===== src/rtl/truth_table_scanner_pkg.sv =====
// Shared types and helpers for the truth-table scanner.
//   state_t  : scanner FSM states
//   minterms : minterm count for a given input count (2^n_in)
//   tt_index : bit position of output j, minterm m in a packed table
package truth_table_pkg;

  typedef enum logic [1:0] {
    IDLE = 2'd0,
    SCAN = 2'd1,
    DONE = 2'd2
  } state_t;

  function automatic int unsigned minterms(input int unsigned n_in);
    return 32'd1 << n_in;
  endfunction

  function automatic int unsigned tt_index(input int unsigned j,
                                           input int unsigned m,
                                           input int unsigned n_in);
    return j * minterms(n_in) + m;
  endfunction

endpackage


===== src/rtl/truth_table_scanner_if.sv =====
// Stimulus/response bus between the scanner and its environment.
//   start/exp      : scan request and expected table
//   f              : outputs of the block under test
//   x              : inputs driven onto the block under test
//   busy/done      : scan status
//   tt/mismatch/first_fail/fail_count : scan results
// The scanner uses the slave modport; the environment uses master.
interface truth_table_scanner_if
  import truth_table_pkg::*;
#(
  parameter int unsigned N_IN  = 4,
  parameter int unsigned N_OUT = 2
);
  localparam int unsigned M  = minterms(N_IN);
  localparam int unsigned TW = N_OUT * M;

  logic              start;
  logic [TW-1:0]     exp;
  logic [N_OUT-1:0]  f;
  logic [N_IN-1:0]   x;
  logic              busy;
  logic              done;
  logic [TW-1:0]     tt;
  logic              mismatch;
  logic [N_IN-1:0]   first_fail;
  logic [N_IN:0]     fail_count;

  modport master (
    output start, exp, f,
    input  x, busy, done, tt, mismatch, first_fail, fail_count
  );

  modport slave (
    input  start, exp, f,
    output x, busy, done, tt, mismatch, first_fail, fail_count
  );
endinterface


===== src/rtl/truth_table_scanner_counter.sv =====
// Minterm index plus per-minterm hold down-counter.
//   clk, reset : clock, async active-high reset
//   load       : restart at minterm 0 with a full hold period
//   advance    : count while scanning
//   index      : current minterm
//   sample_c   : hold counter expired, this edge samples the block outputs
//   last_c     : current minterm is the final one
module scan_counter
  import truth_table_pkg::*;
#(
  parameter int unsigned N_IN = 4,
  parameter int unsigned HOLD = 1
) (
  input  logic            clk,
  input  logic            reset,
  input  logic            load,
  input  logic            advance,
  output logic [N_IN-1:0] index,
  output logic            sample_c,
  output logic            last_c
);
  localparam int unsigned M  = minterms(N_IN);
  localparam int unsigned CW = (HOLD > 1) ? $clog2(HOLD) : 1;
  localparam logic [CW-1:0] RELOAD = CW'(HOLD - 1);

  logic [CW-1:0] hold_cnt;

  assign sample_c = (hold_cnt == '0);
  assign last_c   = (index == N_IN'(M - 1));

  // Index stops at the last minterm instead of wrapping; the FSM leaves SCAN there.
  always_ff @(posedge clk or posedge reset) begin
    if (reset) begin
      index    <= '0;
      hold_cnt <= '0;
    end else if (load) begin
      index    <= '0;
      hold_cnt <= RELOAD;
    end else if (advance) begin
      if (sample_c) begin
        if (!last_c) begin
          index    <= index + N_IN'(1);
          hold_cnt <= RELOAD;
        end
      end else begin
        hold_cnt <= hold_cnt - CW'(1);
      end
    end
  end

endmodule


===== src/rtl/truth_table_scanner.sv =====
// Drives every minterm onto a small combinational block, captures one
// truth-table row per output and compares it with an expected table.
//   clk, reset : clock, async active-high reset
//   bus.start  : level request, accepted only when idle
//   bus.exp    : expected table, exp[j*M+m] = f[j] at minterm m
//   bus.f      : block outputs, sampled at the end of each hold period
//   bus.x      : block inputs (minterm index, MSB = first variable)
//   bus.busy   : scan in progress
//   bus.done   : one-cycle pulse at the final sample
//   bus.tt     : captured table, same packing as exp
//   bus.mismatch / first_fail / fail_count : comparison results
module truth_table_scanner
  import truth_table_pkg::*;
#(
  parameter int unsigned N_IN  = 4,
  parameter int unsigned N_OUT = 2,
  parameter int unsigned HOLD  = 1
) (
  input  logic                  clk,
  input  logic                  reset,
  truth_table_scanner_if.slave  bus
);
  localparam int unsigned M  = minterms(N_IN);
  localparam int unsigned TW = N_OUT * M;

  state_t          state;
  logic [TW-1:0]   exp_q;
  logic [N_IN-1:0] index;
  logic            sample_c;
  logic            last_c;
  logic            load;
  logic [TW-1:0]   tt_next;
  logic            minterm_miss;
  logic [M-1:0]    row;
  logic [M-1:0]    exp_row;

  assign load = (state == IDLE) && bus.start;

  scan_counter #(
    .N_IN (N_IN),
    .HOLD (HOLD)
  ) u_scan_counter (
    .clk      (clk),
    .reset    (reset),
    .load     (load),
    .advance  (state == SCAN),
    .index    (index),
    .sample_c (sample_c),
    .last_c   (last_c)
  );

  // Table with the current minterm's samples inserted, and whether any output missed.
  always_comb begin
    tt_next      = bus.tt;
    minterm_miss = 1'b0;
    row          = '0;
    exp_row      = '0;
    for (int unsigned j = 0; j < N_OUT; j++) begin
      row          = bus.tt[tt_index(j, 0, N_IN) +: M];
      exp_row      = exp_q[tt_index(j, 0, N_IN) +: M];
      row[index]   = bus.f[j];
      if (bus.f[j] != exp_row[index]) begin
        minterm_miss = 1'b1;
      end
      tt_next[tt_index(j, 0, N_IN) +: M] = row;
    end
  end

  // Scan FSM with registered outputs; x mirrors the counter index.
  always_ff @(posedge clk or posedge reset) begin
    if (reset) begin
      state          <= IDLE;
      exp_q          <= '0;
      bus.x          <= '0;
      bus.busy       <= 1'b0;
      bus.done       <= 1'b0;
      bus.tt         <= '0;
      bus.mismatch   <= 1'b0;
      bus.first_fail <= '0;
      bus.fail_count <= '0;
    end else begin
      case (state)
        IDLE: begin
          bus.done <= 1'b0;
          if (bus.start) begin
            exp_q          <= bus.exp;
            bus.tt         <= '0;
            bus.mismatch   <= 1'b0;
            bus.first_fail <= '0;
            bus.fail_count <= '0;
            bus.x          <= '0;
            bus.busy       <= 1'b1;
            state          <= SCAN;
          end
        end
        SCAN: begin
          if (sample_c) begin
            bus.tt <= tt_next;
            if (minterm_miss) begin
              bus.fail_count <= bus.fail_count + (N_IN + 1)'(1);
              if (!bus.mismatch) begin
                bus.first_fail <= index;
                bus.mismatch   <= 1'b1;
              end
            end
            if (last_c) begin
              bus.busy <= 1'b0;
              bus.x    <= '0;
              bus.done <= 1'b1;
              state    <= DONE;
            end else begin
              bus.x <= bus.x + N_IN'(1);
            end
          end
        end
        DONE: begin
          bus.done <= 1'b0;
          state    <= IDLE;
        end
        default: begin
          state <= IDLE;
        end
      endcase
    end
  end

endmodule


===== src/flat_wrapper.sv =====
// flat-port wrapper written by rule: the top's interface ports become plain ports
module truth_table_scanner_flat import truth_table_pkg::*;
#(
  parameter int unsigned N_IN  = 4,
  parameter int unsigned N_OUT = 2,
  parameter int unsigned HOLD  = 1
)
  (clk, reset, bus_start, bus_exp, bus_f, bus_x, bus_busy, bus_done, bus_tt, bus_mismatch, bus_first_fail, bus_fail_count);
  truth_table_scanner_if #(.N_IN(N_IN), .N_OUT(N_OUT)) bus_i ();
  input  logic clk;
  input  logic reset;
  input wire logic [$bits(bus_i.start)-1:0] bus_start;
  input wire logic [$bits(bus_i.exp)-1:0] bus_exp;
  input wire logic [$bits(bus_i.f)-1:0] bus_f;
  output wire logic [$bits(bus_i.x)-1:0] bus_x;
  output wire logic [$bits(bus_i.busy)-1:0] bus_busy;
  output wire logic [$bits(bus_i.done)-1:0] bus_done;
  output wire logic [$bits(bus_i.tt)-1:0] bus_tt;
  output wire logic [$bits(bus_i.mismatch)-1:0] bus_mismatch;
  output wire logic [$bits(bus_i.first_fail)-1:0] bus_first_fail;
  output wire logic [$bits(bus_i.fail_count)-1:0] bus_fail_count;
  assign bus_i.start = bus_start;
  assign bus_i.exp = bus_exp;
  assign bus_i.f = bus_f;
  assign bus_x = bus_i.x;
  assign bus_busy = bus_i.busy;
  assign bus_done = bus_i.done;
  assign bus_tt = bus_i.tt;
  assign bus_mismatch = bus_i.mismatch;
  assign bus_first_fail = bus_i.first_fail;
  assign bus_fail_count = bus_i.fail_count;
  truth_table_scanner #(.N_IN(N_IN), .N_OUT(N_OUT), .HOLD(HOLD)) u_core (.clk(clk), .reset(reset), .bus(bus_i));
endmodule

===== config.mk =====
export PLATFORM = sky130hd
export DESIGN_NAME = truth_table_scanner_flat
export DESIGN_NICKNAME = d
export VERILOG_FILES = /design/src/rtl/truth_table_scanner_pkg.sv /design/src/rtl/truth_table_scanner_if.sv /design/src/rtl/truth_table_scanner_counter.sv /design/src/rtl/truth_table_scanner.sv /design/src/flat_wrapper.sv
export SDC_FILE = /design/constraint.sdc
export NUM_CORES = 1
export LEC_CHECK = 0
export CAP_MARGIN = 0
export CORE_ASPECT_RATIO = 0.75
export CORE_MARGIN = 3
export CORE_UTILIZATION = 45
export DETAILED_ROUTE_END_ITERATION = 10
export GPL_TIMING_DRIVEN = 0
export PLACE_DENSITY = 0.79
export RECOVER_POWER = 50
export SYNTH_ARGS = -nofsm -noshare
export SYNTH_HDL_FRONTEND = slang
export SYNTH_SLANG_ARGS = --single-unit

===== constraint.sdc =====
create_clock -name clk -period 6.4 [get_ports clk]
set_input_delay 0.96 -clock clk [delete_from_list [all_inputs] [get_ports clk]]
set_output_delay 0.96 -clock clk [all_outputs]
set_load 0.01 [all_outputs]

==> results of run 1 <==
## through the flow
| stage | power, W | setup slack [ns] | hold slack [ns] | utilization | area [sq um] |
|---|---|---|---|---|---|
| 6_report | 0.00273 | 3.74 | 0.472 | 0.641 | 5250 |
| 5_1_grt | 0.00292 | 3.57 | 0.499 | 0.641 | 5250 |
| 4_1_cts | 0.00274 | 3.92 | 0.478 | 0.641 | 5260 |
| 3_5_place_dp | 0.00218 | 3.64 | 0.461 | 0.603 | 4940 |
| 3_3_place_gp | 0.00212 | 1.96 | 0.455 | 0.599 | 4910 |
| 2_1_floorplan | 0.00169 | 3.22 | 0.440 | - | 3960 |
## metal layers
| metal | vias to the layer above | GRT usage | part of all wire | routed length (um) |
|---|---|---|---|---|
| met4 | 0 | 0.0485 | 0.011 | 110 |
| li1 | 1579 | - | - | - |
| met1 | 1599 | 0.286 | 0.46 | 4420 |
| met3 | 10 | 0.0563 | 0.070 | 679 |
| met2 | 106 | 0.332 | 0.46 | 4460 |
| met5 | - | 0 | 0 | 0 |
## power breakdown
part | switching [W] | leakage, nW | internal, W
Sequential | 0.000162 | 1.10 | 0.000783
Clock | 0.000203 | 0.157 | 0.000351
Combinational | 0.000644 | 1.11 | 0.000582
Total | 0.00101 | 2.37 | 0.00172
## kinds of logic after synthesis
logic type / synth area share
compound gates: 0.0945
xor+xnor: 0.0196
fa+ha+maj: 0.0190
buf+inv: 0.0360
flops: 0.544
mux: 0.0588
simple gates: 0.228
## layout make-up
cell class / instances / area (sq um) / area share
clock buffers: 12 / 246 / 0.0469
plain buffers: 23 / 120 / 0.0229
inverters: 6 / 23.8 / 0.00453
repair buffers: 83 / 848 / 0.162
multi-input cells: 307 / 1660 / 0.316
flip-flops and latches: 86 / 2150 / 0.410
clock inverters: 4 / 70.1 / 0.0133
well taps: 105 / 131 / 0.0250
## worst max-delay path: stages
cell and delay (ns):
dlygate4sd3_1 0.59, and2_0 0.31, clkbuf_1 0.47, clkbuf_1 0.39, nand2_1 0.13, nand2_1 0.08
## state kept, by name, indices dropped and copies added, names as in the netlist
name	flops
u_core.bus.mismatch	1
u_core.bus.done	1
u_core.bus.tt	32
u_core.bus.x	4
u_core.u_scan_counter.index	4
u_core.exp_q	32
u_core.bus.fail_count	5
u_core.bus.first_fail	4
u_core.bus.busy	1
u_core.state	2
## path summary, 6_finish.rpt
kind,start,to,slack (ns),depth (start not counted)
worst min-delay path,u_core.exp_q[19],u_core.exp_q[19],0.47,2
min in group asynchronous,reset,u_core.bus.tt[20],1.49,2
max in group asynchronous,reset,u_core.exp_q[0],4.05,3
worst max register to register,u_core.u_scan_counter.index[3],u_core.bus.first_fail[1],3.88,7
worst min register to register,u_core.exp_q[19],u_core.exp_q[19],0.47,2
worst max-delay path,bus_start,u_core.exp_q[0],3.74,6
## layout by cell type (no fill, tap or decap), drive strengths merged, types with 3 or more instances in the layout
master / count
mux2i: 7
a32o: 4
clkdlybuf4s50: 80
nand2b: 4
nor2: 20
and2: 3
xor2: 6
clkbuf: 29
o21ai: 36
a22o: 3
mux4: 6
dfrtp: 86
nor3: 6
ha: 6
buf: 7
nand4: 5
inv: 5
nand2: 174
nand3: 6
==> flow_summary.yaml, run 1 <==
outcome:
  status: "finished, violations left"
  violations: "max-capacitance violations, max-slew violations"
timing:
  setup_viol: 0
  tightestPinTransition_ns: 1.70
  clock.fmax_mhz: 376
  final-max-slew-violation-count: 37
  max_slew_margin: -0.142
  finalSetupTns_ns: 0
  fin_crit_sh: 0.416
  rsz0062_at_grt: "no"
  hold_viol_final: 0
  fin_skew_ns: 0.00627
  layout_min_cycle_time_ns: 2.66
detailed_routing:
  drtPass1Iterations: 4
  postRouteAntennaNets: 0
  num_vias: 3294
  wl_per_cell_um: 15.5
  via_per_inst: 5.26
  drt-initial-drc-count: 233
  drt-total-wl_mm: 9.67
  drcViolationCount: 0
layout:
  drive_gt1_frac: 0.0672
  fillCellCount: 679
  area_growth_pct: 32.7
  final_cells: 626
  diodes: 0
  fin_nets: 559
critical_path:
  cp_max_fo: 10
  arrival_ns: 2.93
  worst_ep_required_time_ns: 6.67
  start_kind: "primary input"
  critPathKind: "primary input to flip-flop"
  cp-end-kind: "flip-flop"
die:
  pin_count: 85
  die_y_um: 87.2
  die_area_sq_um: 9970
  initial_utilization: 0.483
  die_x_um: 114
  row_count: 28
  coreArea_sq_um: 8200
cts:
  ctsHoldBuffers: 0
  cts_sinks: 86
  cts_tree: "yes"
  cts_made_buffers: 9
  cts_root_buf: "clkbuf_16"
  clk_latency_ns: 0.33
  htreeDepth: 3
  clk_pin_slew_ns: 0.06
  cts_resized: 0
  cts_setup_buffers: 0
  clockBufferDepth: 2
pwr:
  power.density_nw_per_um2: 519
  p_leak_nw: 2.37
  max-vdd-ir-drop_mv: 0.231
min_path:
  worstHoldPathType: "flip-flop to flip-flop"
placement:
  globalplace.congestion: 0.826
  dp_cells: 610
  port_buffers: 82
  place_hpwl_mm: 7.09
yosys:
  synth_cell_type_count: 42
  synth_area_sq_um: 3960
  async_flop_share: 1.00
  ys_seq_elements: 86
  yosysSeqAreaShare: 0.544
  yosysMostFrequentCell: "nand2_1"
  synth-main-ff-cell: "dfrtp_1"
  synth_edf_count: 0
  yosys.area.top_type_share: 0.544
  synth_nets: 465
  ys_warn_count: 0
  post-synth-top-area-cell: "dfrtp_1"
  ys_top_cells_by_count: "nand2_1 (174), dfrtp_1 (86), o21ai_0 (23), nor2_1 (19), clkbuf_1 (16)"
  ys_top_cells_by_area: "dfrtp_1 (54%), nand2_1 (17%), mux4_2 (3.4%)"
  syn_avg_cell_area_sq_um: 9.38
  synth_cells: 422
global_routing:
  grt_pass1_vias: 3319
  grtUsageTotal: 0.208
  gr-total-overflow: 0
  antenna_found_initial: 0
  grt_pass1_wl_mm: 16.1
  grt_max_degree: 51
flow_run:
  drv_cap: 1
(Power assumes the default switching activity.)
==> inputs of run 2 (changes only) <==
PLACE_DENSITY = 0.82   (was 0.79)
clock period = 2.4 ns   (was 6.4 ns; I/O delays follow)
==> run 2 against run 1 <==
  * The flow finishes with violations (negative setup slack)
  * Sequential cell count stayed put
  * Worst hold slack worse by 0.16 ns
  * Critical path depth is 2 higher
  * Register-to-register slack worse by 3.9 ns
  * Wire length is 0.82% lower
  * Die area stayed put
  * Critical path type is now flip-flop to flip-flop
  * Critical endpoint is now u_core.bus.first_fail[3]
  * Highest routed layer unchanged
==> flow_summary.yaml, run 2 (synthesized netlist as in run 1, its figures left out) <==
outcome:
  status: "finished, violations left"
  violations: "negative setup slack"
global_routing:
  grt_pass1_wl_mm: 16.0
  grt_max_degree: 45
  antenna_found_initial: 0
  gr-total-overflow: 0
  grtUsageTotal: 0.203
  grt_pass1_vias: 3292
flow_run:
  drv_cap: 0
timing:
  final.setup.worst_slack_ns: -0.0267
  tightestPinTransition_ns: 1.07
  final-max-slew-violation-count: 0
  fin_skew_ns: 0.00648
  clock.fmax_mhz: 412
  layout_min_cycle_time_ns: 2.43
  rsz0062_at_grt: "yes"
  setup_viol: 4
  fin_crit_sh: 1.01
  max_slew_margin: 0.288
  hold_viol_final: 0
critical_path:
  arrival_ns: 2.69
  r2r.worst_path.cells: 8
  reg2reg_slack_ns: -0.03
  critPathKind: "flip-flop to flip-flop"
  cp-end-kind: "flip-flop"
  start_kind: "flip-flop"
  timing.rr.start: "u_core.u_scan_counter.index[0]"
  worst_ep_required_time_ns: 2.67
  r2r-end: "u_core.bus.first_fail[3]"
  cp_max_fo: 8
placement:
  post-place-ws_ns: -0.0169
  dpl_cell_area_sq_um: 4950
  port_buffers: 82
  place_hpwl_mm: 7.00
  globalplace.congestion: 0.814
layout:
  design_area_sq_um: 5290
  fillCellCount: 694
  reg.largest.list: "u_core.bus.tt (32), u_core.exp_q (32), u_core.bus.fail_count (5)"
  post-route-util: 0.645
  layout_common_cells: "nand2_1 (174), dfrtp_1 (86), clkdlybuf4s50_1 (61)"
  fin_nets: 566
  diodes: 0
  drive_gt1_frac: 0.0871
  layout.cells.most_common: "nand2_1"
  area_growth_pct: 33.7
cts:
  cts_made_buffers: 9
  cts_sinks: 86
  ctsHoldBuffers: 0
  cts_root_buf: "clkbuf_16"
  htreeDepth: 3
  clk_pin_slew_ns: 0.06
  clockBufferDepth: 2
  clk_latency_ns: 0.33
  cts_tree: "yes"
die:
  die_area_sq_um: 9970
  die_y_um: 87.2
  die_x_um: 114
  initial_utilization: 0.483
  coreArea_sq_um: 8200
  pin_count: 85
  row_count: 28
detailed_routing:
  drt-total-wl_mm: 9.59
  num_vias: 3305
  drt-initial-drc-count: 186
  drtPass1Iterations: 4
  via_per_inst: 5.22
  wl_per_cell_um: 15.2
  postRouteAntennaNets: 0
  drcViolationCount: 0
pwr:
  power.density_nw_per_um2: 1380
  max-vdd-ir-drop_mv: 0.679
  p_leak_nw: 2.45
min_path:
  hold_path_depth: 3
  min_from: "bus_f[1]"
  worstHoldPathType: "primary input to flip-flop"
  min_to: "u_core.bus.tt[29]"
run 2: worst max path at each step:
stage / start / end / slack, ns
2_1_floorplan: u_core.u_scan_counter.index[0] / u_core.bus.first_fail[0] / 0.17
3_5_place_dp: u_core.u_scan_counter.index[0] / u_core.bus.fail_count[4] / -0.02
4_1_cts: u_core.u_scan_counter.index[0] / u_core.bus.first_fail[3] / -0.02
6_report: u_core.u_scan_counter.index[0] / u_core.bus.first_fail[3] / -0.03
5_1_grt: u_core.u_scan_counter.index[0] / u_core.bus.first_fail[3] / -0.12
3_3_place_gp: u_core.u_scan_counter.index[0] / u_core.bus.first_fail[1] / 0.04
run 2: through the flow:
| step | TNS [ns] | power [W] | instances | hold WS, ns |
|---|---|---|---|---|
| detailed placement | -0.0327 | 0.00580 | 611 | 0.462 |
| CTS | -0.0506 | 0.00721 | 627 | 0.245 |
| floorplan | 0 | 0.00451 | 422 | 0.440 |
| global route | -2.66 | 0.00783 | 633 | 0.323 |
| global placement | 0 | 0.00565 | 609 | 0.454 |
| finish | -0.0764 | 0.00732 | 633 | 0.311 |
run 2: routing by layer:
layer  track usage  share of wire  vias to the layer above
met4        0.0442         0.0081                        0
met3        0.0521          0.066                       13
li1              -              -                     1587
met2         0.326           0.47                      106
met1         0.281           0.46                     1599
met5             0              0                        -
run 2: critical path: stages, from the launching register on:
cell and delay [ns]:
dfrtp_1 0.36, buf_6 0.15, buf_12 0.13, mux4_2 0.52, mux2i_4 0.20, xor2_2 0.27
a31oi_4 0.18, o32ai_4 0.36, a32o_1 0.18
run 2: area by class of cell:
cell class	count	area (sq um)	area share
Sequential cell	86	2150	0.407
Multi-Input combinational cell	307	1700	0.321
Timing Repair Buffer	91	886	0.167
Clock buffer	12	236	0.0447
Tap cell	105	131	0.0248
Buffer	22	116	0.0220
Clock inverter	4	47.5	0.00899
Inverter	6	23.8	0.00449
run 2: repair_timing:
item | 4_1_cts | 5_1_grt
setup endpoints to repair | 6 | 10
resized for setup | 1 | 5
buffers inserted | 1 | 6
pin swaps | 0 | 7
run 2: power by group:
part           switching [W]  leakage, nW  internal (W)
Clock               0.000536        0.137      0.000804
Sequential          0.000434         1.10       0.00209
Combinational        0.00181         1.21       0.00165
==> inputs of run 3 (changes only) <==
SETUP_SLACK_MARGIN = 0.15   (was default)
==> run 3 against run 2 <==
  * The flow now finishes without violations
  * Sequential share of layout area is 0.94 points lower
  * Non-clock buffer count is 7 higher
  * Via count is 1.6% higher
  * Worst hold slack worse by 0.0018 ns
  * Sequential power hardly changed
  * Fmax is 3.0% higher
  * Count of clock-buffer cells in the layout stayed put
  * Critical path type unchanged
  * Largest power group unchanged
==> flow_summary.yaml, run 3 (synthesized netlist as in run 1, its figures left out) <==
outcome:
  status: "complete, no violations"
critical_path:
  arrival_ns: 2.57
  r2r.worst_path.cells: 8
  cp_max_fo: 5
  start_kind: "flip-flop"
  cp-end-kind: "flip-flop"
  worst_ep_required_time_ns: 2.61
  timing.rr.start: "u_core.u_scan_counter.index[0]"
  r2r-end: "u_core.bus.first_fail[3]"
  critPathKind: "flip-flop to flip-flop"
  reg2reg_slack_ns: 0.04
detailed_routing:
  num_vias: 3358
  wl_per_cell_um: 15.3
  drt-initial-drc-count: 230
  via_per_inst: 5.25
  drt-total-wl_mm: 9.77
  drtPass1Iterations: 4
  drcViolationCount: 0
  postRouteAntennaNets: 0
global_routing:
  antenna_found_initial: 0
  gr-total-overflow: 0
  grt_pass1_vias: 3381
  grt_max_degree: 45
  grt_pass1_wl_mm: 16.1
  grtUsageTotal: 0.205
layout:
  layout.cells.most_common: "nand2_1"
  area_growth_pct: 36.9
  reg.largest.list: "u_core.bus.tt (32), u_core.exp_q (32), u_core.bus.fail_count (5)"
  layout_common_cells: "nand2_1 (174), dfrtp_1 (86), clkdlybuf4s50_1 (59)"
  fin_nets: 573
  drive_gt1_frac: 0.110
  diodes: 0
  final_cells: 640
  post-route-util: 0.661
  design_area_sq_um: 5420
die:
  die_x_um: 114
  coreArea_sq_um: 8200
  row_count: 28
  die_y_um: 87.2
  pin_count: 85
  die_area_sq_um: 9970
  initial_utilization: 0.483
timing:
  hold_viol_final: 0
  fin_crit_sh: 0.982
  setup_viol: 0
  final-max-slew-violation-count: 0
  rsz0062_at_grt: "yes"
  tightestPinTransition_ns: 1.11
  clock.fmax_mhz: 424
  fin_skew_ns: 0.00543
  layout_min_cycle_time_ns: 2.36
  max_slew_margin: 0.262
cts:
  clk_pin_slew_ns: 0.06
  ctsHoldBuffers: 0
  cts_tree: "yes"
  clk_latency_ns: 0.33
  cts_sinks: 86
  cts_root_buf: "clkbuf_16"
  clockBufferDepth: 2
  htreeDepth: 3
  cts_made_buffers: 9
placement:
  dpl_cell_area_sq_um: 4950
  dp_cells: 611
  port_buffers: 82
  place_hpwl_mm: 7.00
  globalplace.congestion: 0.814
pwr:
  p_leak_nw: 2.50
  power.density_nw_per_um2: 1410
  max-vdd-ir-drop_mv: 0.699
min_path:
  min_to: "u_core.bus.tt[30]"
  min_from: "bus_f[1]"
  hold_path_depth: 3
  worstHoldPathType: "primary input to flip-flop"
flow_run:
  drv_cap: 0
## run 3: changes by cell type in the layout (fill, tap and decap cells not counted), moves of 2 or more
cell	before	now
mux2i_1	6	4
dlygate4sd3_1	21	23
buf_4	7	10
clkdlybuf4s50_1	61	59
buf_6	2	4
buf_12	1	3
## run 3: through the flow
stage / setup slack, ns / hold slack, ns / total power [W] / TNS (ns)
after floorplan: 0.167 / 0.440 / 0.00451 / 0
after global placement: 0.0396 / 0.454 / 0.00565 / 0
after detailed placement: -0.0169 / 0.462 / 0.00580 / -0.0327
after CTS: 0.0871 / 0.245 / 0.00748 / 0
after global routing: -0.0688 / 0.325 / 0.00816 / -0.181
final: 0.0436 / 0.309 / 0.00761 / 0
## run 3: layout make-up
type / instances / area, sq um
Buffer: 23 / 121
Fill cell: 659 / 2780
Multi-Input combinational cell: 307 / 1740
Inverter: 6 / 23.8
Clock buffer: 12 / 236
Tap cell: 105 / 131
Sequential cell: 86 / 2150
Timing Repair Buffer: 97 / 963
Clock inverter: 4 / 47.5
## run 3: per-layer routing
metal,global-route usage,vias up,routed length [um]
met5,0,-,0
met4,0.0529,0,79
met3,0.0542,9,734
met2,0.326,110,4640
met1,0.282,1629,4320
li1,-,1610,-
## run 3: where the power goes
part	switching (W)	total, W	leakage (nW)	internal (W)
combinational	0.00192	0.00377	1.27	0.00185
clock	0.000534	0.00134	0.137	0.000804
sequential	0.000414	0.00250	1.10	0.00209
total	0.00287	0.00761	2.50	0.00474
## run 3: what timing repair did
item,CTS,global route
pin swaps,9,10
endpoints found under the setup margin,9,10
gates resized for setup,10,6
setup buffers,8,5
## run 3: how the worst max path moves through the flow
stage                                              start                        to  slack [ns]
after floorplan           u_core.u_scan_counter.index[0]  u_core.bus.first_fail[0]        0.17
after global placement    u_core.u_scan_counter.index[0]  u_core.bus.first_fail[1]        0.04
after detailed placement  u_core.u_scan_counter.index[0]  u_core.bus.fail_count[4]       -0.02
after CTS                 u_core.u_scan_counter.index[0]  u_core.bus.first_fail[3]        0.09
after global routing      u_core.u_scan_counter.index[0]  u_core.bus.fail_count[0]       -0.07
final                     u_core.u_scan_counter.index[0]  u_core.bus.first_fail[3]        0.04
## run 3: worst max-delay path: stages, from the launching register on
cell and delay (ns):
dfrtp_1 0.39, buf_6 0.14, buf_12 0.13, mux2_4 0.30, or3_4 0.33, a31o_4 0.25
a31oi_4 0.33, o32ai_4 0.14, a32o_1 0.23
==> patch 1: new RTL, config.mk and constraints of run 1 <==
Reset style: synchronous (`reset`), changed in 2 clocked blocks. Comments in the files are not updated.
--- a/src/rtl/truth_table_scanner_counter.sv
+++ b/src/rtl/truth_table_scanner_counter.sv
@@ -30,5 +30,5 @@
 
   // Index stops at the last minterm instead of wrapping; the FSM leaves SCAN there.
-  always_ff @(posedge clk or posedge reset) begin
+  always_ff @(posedge clk) begin
     if (reset) begin
       index    <= '0;
--- a/src/rtl/truth_table_scanner.sv
+++ b/src/rtl/truth_table_scanner.sv
@@ -68,5 +68,5 @@
 
   // Scan FSM with registered outputs; x mirrors the counter index.
-  always_ff @(posedge clk or posedge reset) begin
+  always_ff @(posedge clk) begin
     if (reset) begin
       state          <= IDLE;
Formal check against the unedited RTL: differs if reset is asserted again (counterexample within 4 cycles, from zero or initial values and one cycle with reset high); with reset held inactive, the same outputs for 10 cycles.
==> patch 1 against run 1 <==
- synthesized cell count up 17%
- routed wire length up 23%
- critical path depth down 1
- maximum frequency down 9.9%
- synthesized area down 0.35%
- die area down 0.32%
- sequential cell count unchanged
- via count up 24%
- final cell count up 12%
- design area up 0.17%
- setup slack worse by 0.29 ns
- largest cell class is now multi-input combinational cells
Power is not compared: it rests on default switching activity, and its combinational part moved more than twofold at a synthesized area within 25%.
==> patch 1: results <==
[clock_network]
post_cts_resized = 0
cts_setup_buffers = 0
cts.path.max_buffers = 2
clk_pin_slew_ns = 0.06
clock_latency_ns = 0.34
cts-buffers-inserted = 9
htreeDepth = 3

[min_path]
hold-path-cell-count = 2
hold_start = "u_core.exp_q[28]$_SDFFE_PP0P_"
hold_path.class = "reg -> reg"

[setup_path]
arrival_ns = 3.14
crit_path_max_incr_delay_ns = 0.63
slowest_stage = "dlygate4sd3_1"
critPathLaunch = "reset"
critical-path-top-delay-family = "buffers and inverters"
r2r_cells = 7
crit_fanout = 10
r2r_start = "u_core.u_scan_counter.index[2]$_SDFFE_PP0P_"

[logic_synthesis]
synth_common_cells = "nand2_1 (113), dfxtp_1 (86), a21oi_1 (72)"
ys_async_sr_fraction_pct = 0
syn-num-nets = 538
yosysSeqAreaShare_pct = 43.7
yosys_warnings = 0
synth-edff-count = 0
synth_area_leaders = "dfxtp_1 (44%), nand2_1 (11%), a21oi_1 (9.1%)"
synthDistinctLibCells = 46
synth_top_flop_cell = "dfxtp_1"

[grt]
grt_pass1_wl_um = 19600
track_usage_pct = 24.7
grt_max_degree = 15
grt_pass1_vias = 3982

[drt]
first_pass_iters = 4
drt_iter0_markers = 421
wire_per_inst_um = 17.1
vias_per_cell = 5.82

[finish]
drive_gt1_share_pct = 5.22
fin_nets = 633
diodes = 0

[placed_design]
gp_congestion = 0.952
portBuffers = 84
dp_hpwl_um = 8900
postPlaceCellArea_sq_um = 4920

[pwr]
p_leak_nw = 1.93
ir_worst_vdd_v = 0.000135

[run_status]
status = "complete, no violations"

[timing]
worst_slew_pin_slew_ns = 0.591
fin_skew_ns = 0.00444
## patch 1: cell count changes after synthesis, sizes merged, moves of 27 or more
cell,delta
nand2,-61
dfrtp,-86
o21ai,-27
dfxtp,+86
a21oi,+70
nand3,+42
## patch 1: report_power, final
| group | switching [mW] | internal (mW) |
|---|---|---|
| Sequential | 0.0114 | 0.552 |
| Combinational | 0.0934 | 0.0599 |
| Clock | 0.217 | 0.391 |
## patch 1: path summary, 6_finish.rpt
path | endpoint | slack [ns]
worst max-delay path | u_core.state[0]$_SDFFE_PP0P_ | 3.45
worst min-delay path | u_core.exp_q[28]$_SDFFE_PP0P_ | 0.45
worst max register to register | u_core.bus.fail_count[4]$_SDFFE_PP0P_ | 4.12
worst min register to register | u_core.exp_q[28]$_SDFFE_PP0P_ | 0.45
## patch 1: worst register-to-register path: cells and delay by family, from the launching register on
family,cells,cell delay [ns]
AND/OR/NAND/NOR,2,0.54
flip-flops,1,0.33
buffers and inverters,1,0.20
AO/OA/AOI/OAI,4,1.10
## patch 1: cell families after synthesis
group,after synthesis,share of synthesized area (%)
and+or+nand+nor,223,25.2
adders and majority gates,6,1.90
AOI/OAI and AO/OA,120,20.1
DFF,86,43.7
xor gates and xnor gates,2,0.444
buffers and inverters,42,4.70
muxes,16,4.06
## patch 1: metrics by stage
| stage | setup WS, ns | std cells | util (%) | hold slack, ns |
|---|---|---|---|---|
| 2_1_floorplan | 4.18 | 495 | - | 0.436 |
| 3_3_place_gp | 3.21 | 684 | 60.0 | 0.443 |
| 3_5_place_dp | 3.20 | 684 | 60.0 | 0.447 |
| 4_1_cts | 3.55 | 699 | 64.2 | 0.455 |
| 5_1_grt | 3.36 | 699 | 64.2 | 0.475 |
| 6_report | 3.45 | 699 | 64.2 | 0.455 |
## patch 1: metal layers
layer	wire, um	part of all wire, %	global-route usage [%]	vias up
met5	0	0	0	-
li1	-	-	-	1935
met2	5260	44	38.0	213
met4	114	0.96	6.47	0
met1	5470	46	35.3	1907
met3	1080	9.0	5.21	16
## patch 1: final cells by class
class	instances	area, sq um
buffer	35	159
clock buffer	10	239
clock inverter	5	106
fill	727	2940
inverter	7	26.3
multi-input combinational	367	2040
sequential	86	1720
tap	105	131
timing repair buffer	84	841
==> patch 2: new RTL, config.mk and constraints of run 1 <==
Made on the original files. `N_OUT` is set to 2 in 3 places; all go to 1.
--- a/src/rtl/truth_table_scanner_if.sv
+++ b/src/rtl/truth_table_scanner_if.sv
@@ -10,5 +10,5 @@
 #(
   parameter int unsigned N_IN  = 4,
-  parameter int unsigned N_OUT = 2
+  parameter int unsigned N_OUT = 1
 );
   localparam int unsigned M  = minterms(N_IN);
--- a/src/rtl/truth_table_scanner.sv
+++ b/src/rtl/truth_table_scanner.sv
@@ -14,5 +14,5 @@
 #(
   parameter int unsigned N_IN  = 4,
-  parameter int unsigned N_OUT = 2,
+  parameter int unsigned N_OUT = 1,
   parameter int unsigned HOLD  = 1
 ) (
--- a/src/flat_wrapper.sv
+++ b/src/flat_wrapper.sv
@@ -3,5 +3,5 @@
 #(
   parameter int unsigned N_IN  = 4,
-  parameter int unsigned N_OUT = 2,
+  parameter int unsigned N_OUT = 1,
   parameter int unsigned HOLD  = 1
 )
Ports: changed (resized bus_exp, bus_f and bus_tt); port bits go from 85 to 52. No check against the original RTL was run, so the function may have changed too.
==> patch 2 against run 1 <==
- the run still ends with max-capacitance violations, max-slew violations left
- setup slack worse by 0.64 ns
- design area down 36%
- maximum frequency down 19%
- routed wire length down 40%
- global-route usage shrank 1.9 points
- critical path depth down 3
- total power decreased by 38%
- count of clock-buffer cells in the layout fell by 7
- sequential cell count fell by 32
- synthesized area shrank 34%
- clock skew increased by 0.0051 ns
- sequential share of layout area shrank 0.61 points
- core utilization fell by 3.2 points
- combinational power decreased by 32%
- critical endpoint is now u_core.exp_q[7]$_DFFE_PP0P_
- highest routed layer unchanged
==> patch 2: results <==
[run_status]
status = "complete, but fails checks"
violations = "max-capacitance violations, max-slew violations"

[finish]
reg.largest.list = "u_core.bus.tt: 16 flops, u_core.exp_q: 16 flops, u_core.bus.fail_count: 5 flops"
fin_cells = 408
drive_gt1_share_pct = 6.01

[drt]
dr_wl_met2_um = 2630
drt-met1-wl_um = 2770
routed_wl_um = 5810

[grt]
grt_max_degree = 35
track_usage_pct = 18.9
grt_pass1_vias = 2053
grtUsageMet1_pct = 27.9
use_met3_pct = 3.73

[logic_synthesis]
synthDistinctLibCells = 36
synth-compound-area-share_pct = 9.53
synth_fa_ha_area_share_pct = 2.86
synthCells = 273

[placed_design]
portBuffers = 51
dp.cells = 400
dp_hpwl_um = 4340

[setup_path]
crit_fanout = 34
r2r_cells = 6
arrival_ns = 3.39
r2r_start = "u_core.u_scan_counter.index[1]$_DFFE_PP0P_"

[pwr]
ir_worst_vdd_v = 0.000187
internal_power_mw = 1.01
p_leak_nw = 1.52
power.share.sequential_pct = 36.0

[job]
maxCapViolations = 1

[min_path]
hold_end = "u_core.exp_q[4]$_DFFE_PP0P_"
hold_start = "u_core.exp_q[4]$_DFFE_PP0P_"

[timing]
slew_viol_final = 35

[clock_network]
cts-buffers-inserted = 5
clock_latency_ns = 0.31
-- patch 2: cell types whose count changed after synthesis, moves of 11 or more --
cell | before | now
nand2_1 | 174 | 93
dfrtp_1 | 86 | 54
o21ai_0 | 23 | 7
nand4_1 | 5 | 16
-- patch 2: worst max-delay path: stages --
cell           delay (ns)
dlygate4sd3_1        0.53
inv_1                0.54
clkbuf_1             1.35
-- patch 2: layout make-up --
class,instances,area share (%)
clock inverters,3,1.35
multi-input cells,200,35.7
flip-flops and latches,54,40.4
plain buffers,16,2.02
repair buffers,52,15.4
clock buffers,5,2.06
inverters,3,0.336
well taps,75,2.80
-- patch 2: metrics by stage --
stage	hold WS (ns)	utilization (%)	power (mW)	worst slack (ns)
detailed placement	0.463	59.1	1.46	3.67
finish	0.485	60.9	1.68	3.10
global route	0.518	60.9	1.82	2.59
CTS	0.487	61.2	1.69	4.01
global placement	0.458	58.8	1.43	3.19
floorplan	0.445	-	1.13	4.13
